File: config.mk
export PLATFORM = sky130hd
export DESIGN_NAME = pattern_eval_scheduler_flat
export DESIGN_NICKNAME = d
export VERILOG_FILES = /design/src/rtl/pattern_eval_scheduler_if.sv /design/src/rtl/pattern_eval_scheduler.sv /design/src/flat_wrapper.sv
export SDC_FILE = /design/constraint.sdc
export NUM_CORES = 1
export LEC_CHECK = 0
export CAP_MARGIN = 20
export CORE_AREA = 2 2 253 255
export CTS_CLUSTER_SIZE = 24
export DETAILED_ROUTE_END_ITERATION = 8
export DIE_AREA = 0 0 255 257
export GPL_TIMING_DRIVEN = 0
export HOLD_SLACK_MARGIN = 0.05
export PLACE_DENSITY = 0.52
export SLEW_MARGIN = 20
export SYNTH_ARGS = -nofsm -noshare
export SYNTH_HDL_FRONTEND = slang
export SYNTH_SLANG_ARGS = --single-unit
File: constraint.sdc
create_clock -name clk_in -period 19.8 [get_ports clk_in]
set_clock_uncertainty 0.1 [all_clocks]
set_input_delay 5.94 -clock clk_in [delete_from_list [all_inputs] [get_ports clk_in]]
set_output_delay 5.94 -clock clk_in [all_outputs]
set_load 0.1 [all_outputs]
File: src/rtl/pattern_eval_scheduler_if.sv
// Signal bundle between the pattern-evaluation scheduler, the model source,
// the Hungarian-matching evaluator and the downstream result consumers.
interface pattern_eval_scheduler_if #(
  parameter int NUM_CANDIDATES = 8,
  parameter int CAND_W         = $clog2(NUM_CANDIDATES)
);
  logic                     frame_valid_in;
  logic [2:0]               num_balls_in;
  logic [10:0]              real_balls_x_in  [6:0];
  logic [9:0]               real_balls_y_in  [6:0];

  logic                     model_req_out;
  logic [CAND_W-1:0]        model_index_out;
  logic                     model_valid_in;
  logic [10:0]              model_balls_x_in [6:0];
  logic [9:0]               model_balls_y_in [6:0];

  logic                     eval_rst_out;
  logic                     eval_valid_out;
  logic [2:0]               eval_num_balls_out;
  logic [10:0]              eval_model_x_out [6:0];
  logic [9:0]               eval_model_y_out [6:0];
  logic [10:0]              eval_real_x_out  [6:0];
  logic [9:0]               eval_real_y_out  [6:0];
  logic                     eval_valid_in;
  logic signed [14:0]       eval_error_in;
  logic                     eval_correct_in;

  logic                     busy_out;
  logic                     result_valid_out;
  logic [CAND_W-1:0]        best_index_out;
  logic signed [14:0]       best_error_out;
  logic                     best_correct_out;
  logic                     timeout_out;
  logic                     frame_dropped_out;

  modport slave (
    input  frame_valid_in, num_balls_in, real_balls_x_in, real_balls_y_in,
    input  model_valid_in, model_balls_x_in, model_balls_y_in,
    input  eval_valid_in, eval_error_in, eval_correct_in,
    output model_req_out, model_index_out,
    output eval_rst_out, eval_valid_out, eval_num_balls_out,
    output eval_model_x_out, eval_model_y_out, eval_real_x_out, eval_real_y_out,
    output busy_out, result_valid_out, best_index_out, best_error_out,
    output best_correct_out, timeout_out, frame_dropped_out
  );

  modport master (
    output frame_valid_in, num_balls_in, real_balls_x_in, real_balls_y_in,
    output model_valid_in, model_balls_x_in, model_balls_y_in,
    output eval_valid_in, eval_error_in, eval_correct_in,
    input  model_req_out, model_index_out,
    input  eval_rst_out, eval_valid_out, eval_num_balls_out,
    input  eval_model_x_out, eval_model_y_out, eval_real_x_out, eval_real_y_out,
    input  busy_out, result_valid_out, best_index_out, best_error_out,
    input  best_correct_out, timeout_out, frame_dropped_out
  );
endinterface

File: src/rtl/pattern_eval_scheduler.sv
// Per captured frame, runs the pattern evaluator over every candidate model
// and reports the lowest-error candidate with its verdict.
module pattern_eval_scheduler #(
  parameter int NUM_CANDIDATES = 8,
  parameter int TIMEOUT        = 4096,
  parameter int CAND_W         = $clog2(NUM_CANDIDATES)
) (
  input  logic                    clk_in,
  input  logic                    rst_n_in,
  pattern_eval_scheduler_if.slave sched
);
  localparam int                 WAIT_W    = $clog2(TIMEOUT);
  localparam logic [WAIT_W-1:0]  WAIT_LAST = WAIT_W'(TIMEOUT - 1);
  localparam logic [CAND_W-1:0]  CAND_LAST = CAND_W'(NUM_CANDIDATES - 1);
  localparam logic signed [14:0] ERR_MAX   = 15'sh3FFF;

  typedef enum logic [2:0] {
    IDLE, FETCH, EVAL_RST, EVAL_START, EVAL_WAIT, UPDATE, DONE
  } state_t;

  state_t state, state_nxt;

  logic [1:0]         rst_sync;
  logic               rst_int_n;
  logic [CAND_W-1:0]  cand;
  logic [WAIT_W-1:0]  wait_cnt;
  logic [2:0]         nb_q;
  logic [10:0]        real_x_q  [6:0];
  logic [9:0]         real_y_q  [6:0];
  logic [10:0]        model_x_q [6:0];
  logic [9:0]         model_y_q [6:0];
  logic signed [14:0] cap_err, best_err;
  logic               cap_corr, best_corr;
  logic [CAND_W-1:0]  best_idx;
  logic               timeout_q, dropped_q;
  logic               model_req, eval_rst_st, eval_start, result_valid, busy;
  logic               frame_accept, wait_expired;

  // Assert asynchronously, release two edges after rst_n_in rises.
  always_ff @(posedge clk_in or negedge rst_n_in) begin
    if (!rst_n_in) rst_sync <= '0;
    else           rst_sync <= {rst_sync[0], 1'b1};
  end
  assign rst_int_n = rst_sync[1];

  assign frame_accept = (state == IDLE) && sched.frame_valid_in && (sched.num_balls_in != 3'd0);
  assign wait_expired = (wait_cnt == WAIT_LAST);

  always_ff @(posedge clk_in or negedge rst_int_n) begin
    if (!rst_int_n) state <= IDLE;
    else            state <= state_nxt;
  end

  always_comb begin
    state_nxt = state;
    case (state)
      IDLE:       if (frame_accept) state_nxt = FETCH;
      FETCH:      if (sched.model_valid_in) state_nxt = EVAL_RST;
      EVAL_RST:   state_nxt = EVAL_START;
      EVAL_START: state_nxt = EVAL_WAIT;
      EVAL_WAIT:  if (sched.eval_valid_in || wait_expired) state_nxt = UPDATE;
      UPDATE:     state_nxt = (cand == CAND_LAST) ? DONE : FETCH;
      DONE:       state_nxt = IDLE;
      default:    state_nxt = IDLE;
    endcase
  end

  always_comb begin
    model_req    = 1'b0;
    eval_rst_st  = 1'b0;
    eval_start   = 1'b0;
    result_valid = 1'b0;
    busy         = 1'b1;
    case (state)
      IDLE:       busy         = 1'b0;
      FETCH:      model_req    = 1'b1;
      EVAL_RST:   eval_rst_st  = 1'b1;
      EVAL_START: eval_start   = 1'b1;
      DONE:       result_valid = 1'b1;
      default:    ;
    endcase
  end

  always_ff @(posedge clk_in or negedge rst_int_n) begin
    if (!rst_int_n) begin
      cand      <= '0;
      wait_cnt  <= '0;
      nb_q      <= '0;
      real_x_q  <= '{default: '0};
      real_y_q  <= '{default: '0};
      model_x_q <= '{default: '0};
      model_y_q <= '{default: '0};
      cap_err   <= ERR_MAX;
      cap_corr  <= 1'b0;
      best_err  <= ERR_MAX;
      best_corr <= 1'b0;
      best_idx  <= '0;
      timeout_q <= 1'b0;
      dropped_q <= 1'b0;
    end else begin
      // A frame arriving while busy is dropped; one with no balls is too.
      dropped_q <= sched.frame_valid_in && ((state != IDLE) || (sched.num_balls_in == 3'd0));
      case (state)
        IDLE: if (frame_accept) begin
          nb_q      <= sched.num_balls_in;
          real_x_q  <= sched.real_balls_x_in;
          real_y_q  <= sched.real_balls_y_in;
          cand      <= '0;
          best_err  <= ERR_MAX;
          best_idx  <= '0;
          best_corr <= 1'b0;
          timeout_q <= 1'b0;
        end
        FETCH: if (sched.model_valid_in) begin
          model_x_q <= sched.model_balls_x_in;
          model_y_q <= sched.model_balls_y_in;
        end
        EVAL_START: wait_cnt <= '0;
        EVAL_WAIT: begin
          wait_cnt <= wait_cnt + 1'b1;
          if (sched.eval_valid_in) begin
            cap_err  <= sched.eval_error_in;
            cap_corr <= sched.eval_correct_in;
          end else if (wait_expired) begin
            cap_err   <= ERR_MAX;
            cap_corr  <= 1'b0;
            timeout_q <= 1'b1;
          end
        end
        UPDATE: begin
          // Strict less-than: on a tie the earlier candidate is kept.
          if (cap_err < best_err) begin
            best_err  <= cap_err;
            best_idx  <= cand;
            best_corr <= cap_corr;
          end
          if (cand != CAND_LAST) cand <= cand + 1'b1;
        end
        default: ;
      endcase
    end
  end

  assign sched.model_req_out      = model_req;
  assign sched.model_index_out    = cand;
  assign sched.eval_rst_out       = ~rst_n_in | eval_rst_st;
  assign sched.eval_valid_out     = eval_start;
  assign sched.eval_num_balls_out = nb_q;
  assign sched.eval_model_x_out   = model_x_q;
  assign sched.eval_model_y_out   = model_y_q;
  assign sched.eval_real_x_out    = real_x_q;
  assign sched.eval_real_y_out    = real_y_q;
  assign sched.busy_out           = busy;
  assign sched.result_valid_out   = result_valid;
  assign sched.best_index_out     = best_idx;
  assign sched.best_error_out     = best_err;
  assign sched.best_correct_out   = best_corr;
  assign sched.timeout_out        = timeout_q;
  assign sched.frame_dropped_out  = dropped_q;
endmodule

File: src/flat_wrapper.sv
// flat-port wrapper written by rule: the top's interface ports become plain ports
module pattern_eval_scheduler_flat 
#(
  parameter int NUM_CANDIDATES = 8,
  parameter int TIMEOUT        = 4096,
  parameter int CAND_W         = $clog2(NUM_CANDIDATES)
)
  (clk_in, rst_n_in, sched_frame_valid_in, sched_num_balls_in, sched_real_balls_x_in, sched_real_balls_y_in, sched_model_valid_in, sched_model_balls_x_in, sched_model_balls_y_in, sched_eval_valid_in, sched_eval_error_in, sched_eval_correct_in, sched_model_req_out, sched_model_index_out, sched_eval_rst_out, sched_eval_valid_out, sched_eval_num_balls_out, sched_eval_model_x_out, sched_eval_model_y_out, sched_eval_real_x_out, sched_eval_real_y_out, sched_busy_out, sched_result_valid_out, sched_best_index_out, sched_best_error_out, sched_best_correct_out, sched_timeout_out, sched_frame_dropped_out);
  pattern_eval_scheduler_if #(.NUM_CANDIDATES(NUM_CANDIDATES), .CAND_W(CAND_W)) sched_i ();
  input  logic clk_in;
  input  logic rst_n_in;
  input wire logic [$bits(sched_i.frame_valid_in)-1:0] sched_frame_valid_in;
  input wire logic [$bits(sched_i.num_balls_in)-1:0] sched_num_balls_in;
  input wire logic [$bits(sched_i.real_balls_x_in)-1:0] sched_real_balls_x_in;
  input wire logic [$bits(sched_i.real_balls_y_in)-1:0] sched_real_balls_y_in;
  input wire logic [$bits(sched_i.model_valid_in)-1:0] sched_model_valid_in;
  input wire logic [$bits(sched_i.model_balls_x_in)-1:0] sched_model_balls_x_in;
  input wire logic [$bits(sched_i.model_balls_y_in)-1:0] sched_model_balls_y_in;
  input wire logic [$bits(sched_i.eval_valid_in)-1:0] sched_eval_valid_in;
  input wire logic [$bits(sched_i.eval_error_in)-1:0] sched_eval_error_in;
  input wire logic [$bits(sched_i.eval_correct_in)-1:0] sched_eval_correct_in;
  output wire logic [$bits(sched_i.model_req_out)-1:0] sched_model_req_out;
  output wire logic [$bits(sched_i.model_index_out)-1:0] sched_model_index_out;
  output wire logic [$bits(sched_i.eval_rst_out)-1:0] sched_eval_rst_out;
  output wire logic [$bits(sched_i.eval_valid_out)-1:0] sched_eval_valid_out;
  output wire logic [$bits(sched_i.eval_num_balls_out)-1:0] sched_eval_num_balls_out;
  output wire logic [$bits(sched_i.eval_model_x_out)-1:0] sched_eval_model_x_out;
  output wire logic [$bits(sched_i.eval_model_y_out)-1:0] sched_eval_model_y_out;
  output wire logic [$bits(sched_i.eval_real_x_out)-1:0] sched_eval_real_x_out;
  output wire logic [$bits(sched_i.eval_real_y_out)-1:0] sched_eval_real_y_out;
  output wire logic [$bits(sched_i.busy_out)-1:0] sched_busy_out;
  output wire logic [$bits(sched_i.result_valid_out)-1:0] sched_result_valid_out;
  output wire logic [$bits(sched_i.best_index_out)-1:0] sched_best_index_out;
  output wire logic [$bits(sched_i.best_error_out)-1:0] sched_best_error_out;
  output wire logic [$bits(sched_i.best_correct_out)-1:0] sched_best_correct_out;
  output wire logic [$bits(sched_i.timeout_out)-1:0] sched_timeout_out;
  output wire logic [$bits(sched_i.frame_dropped_out)-1:0] sched_frame_dropped_out;
  assign sched_i.frame_valid_in = sched_frame_valid_in;
  assign sched_i.num_balls_in = sched_num_balls_in;
  assign sched_i.real_balls_x_in = {>>{sched_real_balls_x_in}};
  assign sched_i.real_balls_y_in = {>>{sched_real_balls_y_in}};
  assign sched_i.model_valid_in = sched_model_valid_in;
  assign sched_i.model_balls_x_in = {>>{sched_model_balls_x_in}};
  assign sched_i.model_balls_y_in = {>>{sched_model_balls_y_in}};
  assign sched_i.eval_valid_in = sched_eval_valid_in;
  assign sched_i.eval_error_in = sched_eval_error_in;
  assign sched_i.eval_correct_in = sched_eval_correct_in;
  assign sched_model_req_out = sched_i.model_req_out;
  assign sched_model_index_out = sched_i.model_index_out;
  assign sched_eval_rst_out = sched_i.eval_rst_out;
  assign sched_eval_valid_out = sched_i.eval_valid_out;
  assign sched_eval_num_balls_out = sched_i.eval_num_balls_out;
  assign sched_eval_model_x_out = {>>{sched_i.eval_model_x_out}};
  assign sched_eval_model_y_out = {>>{sched_i.eval_model_y_out}};
  assign sched_eval_real_x_out = {>>{sched_i.eval_real_x_out}};
  assign sched_eval_real_y_out = {>>{sched_i.eval_real_y_out}};
  assign sched_busy_out = sched_i.busy_out;
  assign sched_result_valid_out = sched_i.result_valid_out;
  assign sched_best_index_out = sched_i.best_index_out;
  assign sched_best_error_out = sched_i.best_error_out;
  assign sched_best_correct_out = sched_i.best_correct_out;
  assign sched_timeout_out = sched_i.timeout_out;
  assign sched_frame_dropped_out = sched_i.frame_dropped_out;
  pattern_eval_scheduler #(.NUM_CANDIDATES(NUM_CANDIDATES), .TIMEOUT(TIMEOUT), .CAND_W(CAND_W)) u_core (.clk_in(clk_in), .rst_n_in(rst_n_in), .sched(sched_i));
endmodule
==> out/results.ini <==
[clocking]
cts_made_buffers=45
cts_setup_buffers=0
clk_latency_ns=0.56
cts_buffer_depth=3
root_buffer=clkbuf_16
cts_hold_buf=0
clk_pin_slew_worst_paths_ns=0.06
ctsResizeCount=0
cts_sinks=354
cts_tree=built
cts_max_level=2

[synthesis]
synthArstFlopShare_pct=100
synthFlopType=dfrtp_1
synth_cells=1127
syn_area_um2=13800
synth.top_cell.area_share_pct=59.3
yosysMostFrequentCell=nand2_1
yosysSeqAreaShare_pct=64.7
yosysUniqueCellTypes=43
ys_ff_latch=354
synthesis.nets=1462
yosys.area.top_type=dfrtp_1
yosys_warnings=0
synth_area_leaders=dfrtp_1 59%, mux2_2 15%, nand2_1 9.7%
synth-edff-count=0
syn_area_per_cell_um2=12.2
synth_common_cells=356 x nand2_1, 326 x dfrtp_1, 184 x mux2_2

[drt]
drt.antenna.violating_nets=0
routedWlPerCell_um=17.8
via_count=11000
viasPerCell=4.06
route.detailed.drc=0
dr.pass1.iters=6
drt_iter0_markers=313
wl_um=48300

[place]
hpwl_um=37600
io_buffers=643
gp_congestion=0.799

[run]
drv_cap=0

[grt]
grt_usage_pct=14.4
grt_max_degree=55
grt_overflow=0
grt_pass1_vias=11700
grt_pass1_wl_um=71900
grt_antenna_before_repair=4

[timing]
fin_tns_setup_ns=0
slew_violations=0
hold_violations=0
rsz0062_at_grt=false
tightest_slew_ns=1.12
max_slew_margin_pct=25.2
setup_viol=0
period_minus_slack_ns=13.77
fmax_mhz=72.6
finalCritPeriodShare_pct=69.6

[die]
ioPinCount=644
rows=92
fp.dieArea_um2=65500
core_um2=62700
die_h_um=257
die_w_um=255
initial_core_util_pct=21.9

[critical_path]
critPathLaunchType=input pin
crit_type=input pin to output port
worstPathMaxFanout=3
critPathRequiredTime_ns=13.76
critical_path_arrival_ns=7.73
end_kind=output port

[hold_path]
hold_path_class=flop to async pin

[finish]
nets=2159
syn2layout_area_growth_pct=66.2
n_fill_cell=6179
drive_gt1_share_pct=17.4

[run_status]
status=completed

state kept, by name, summed over array words and instances, names as in the netlist:
register / count
u_core.rst_sync: 2
u_core.sched.eval_real_x_out: 77
u_core.sched.best_error_out: 15
u_core.sched.eval_real_y_out: 70
u_core.sched.eval_num_balls_out: 3
u_core.sched.best_index_out: 3
u_core.cap_corr: 1
u_core.state: 3
u_core.sched.timeout_out: 1
u_core.sched.eval_model_y_out: 70
u_core.sched.eval_model_x_out: 77
u_core.sched.frame_dropped_out: 1
u_core.cap_err: 15
u_core.sched.model_index_out: 3
u_core.wait_cnt: 12
u_core.sched.best_correct_out: 1
cells in the final DEF (no fill, tap or decap), types with 3 or more instances in the layout:
cell	n
buf_16	5
clkbuf_16	47
nand3_1	14
clkinv_2	9
a21oi_1	10
buf_1	4
inv_1	24
dfrtp_1	325
and2_1	3
o22a_1	28
nand2_1	356
clkbuf_1	35
buf_4	14
buf_2	9
o21ai_1	4
nor3_1	5
nor2_1	12
o21ai_0	27
dfstp_2	28
nand4_1	3
nor3_2	4
mux2_2	184
clkdlybuf4s50_1	643
clkbuf_8	8
ha_1	17
final timing paths:
check	start	endpoint	slack, ns	cells past startpoint
setup / recovery	rst_n_in	sched_eval_rst_out	6.03	3
hold / removal	u_core.rst_sync[1]	u_core.sched.eval_real_y_out[65]	0.24	0
setup reg to reg	u_core.state[0]	u_core.sched.eval_real_y_out[15]	17.00	8
hold reg to reg	u_core.rst_sync[1]	u_core.sched.eval_real_y_out[65]	0.24	0
max in group asynchronous	rst_n_in	u_core.rst_sync[1]	13.94	1
min in group clk_in	u_core.rst_sync[0]	u_core.rst_sync[1]	0.24	0
worst max-delay path, stage by stage:
cell and delay, ns:
clkdlybuf4s50_1 0.49, nand2_1 0.12, clkdlybuf4s50_1 1.18
metal layers:
metal	wire length (um)	share of wire, %	GRT usage, %	vias up
li1	-	-	-	5144
met1	17800	37	15.4	5294
met2	24300	50	25.8	449
met3	4830	10	5.61	72
met4	1240	2.6	4.53	6
met5	35	0.073	0	-
area by class of cell:
class / count / area [um^2] / share of cell area, %
flip-flops and latches: 354 / 8900 / 38.9
multi-input cells: 695 / 4490 / 19.6
inverters: 25 / 93.8 / 0.410
clock buffers: 67 / 1330 / 5.82
plain buffers: 53 / 279 / 1.22
diodes: 1 / 2.50 / 0.0109
well taps: 846 / 1060 / 4.63
clock inverters: 13 / 101 / 0.443
repair buffers: 650 / 6610 / 28.9
through the flow:
| stage | cell area (um^2) | utilization [%] | hold WS, ns | std cells | setup WS, ns |
|---|---|---|---|---|---|
| after floorplan | 13800 | - | 0.231 | 1127 | 7.19 |
| after global placement | 21300 | 33.9 | 0.236 | 2616 | 4.46 |
| after detailed placement | 21400 | 34.2 | 0.236 | 2623 | 5.98 |
| after CTS | 22900 | 36.4 | 0.239 | 2703 | 5.98 |
| after global routing | 22900 | 36.4 | 0.247 | 2703 | 5.97 |
| final | 22900 | 36.4 | 0.236 | 2704 | 6.03 |
cell families (layout without fill, tap and decap cells):
| kind of cell | after synthesis | after routing | synth area share [%] |
|---|---|---|---|
| AND/OR/NAND/NOR | 410 | 410 | 11.9 |
| flip-flops | 354 | 354 | 64.7 |
| multiplexers | 185 | 185 | 15.1 |
| AO/OA/AOI/OAI | 82 | 82 | 4.00 |
| buffers and inverters | 78 | 808 | 2.71 |
| adder cells (fa/ha/maj) | 17 | 17 | 1.55 |
| other | 1 | 2 | 0.0273 |
Power is not shown: default switching activity piles up to over one toggle a cycle in this logic, so the estimate is an artifact.
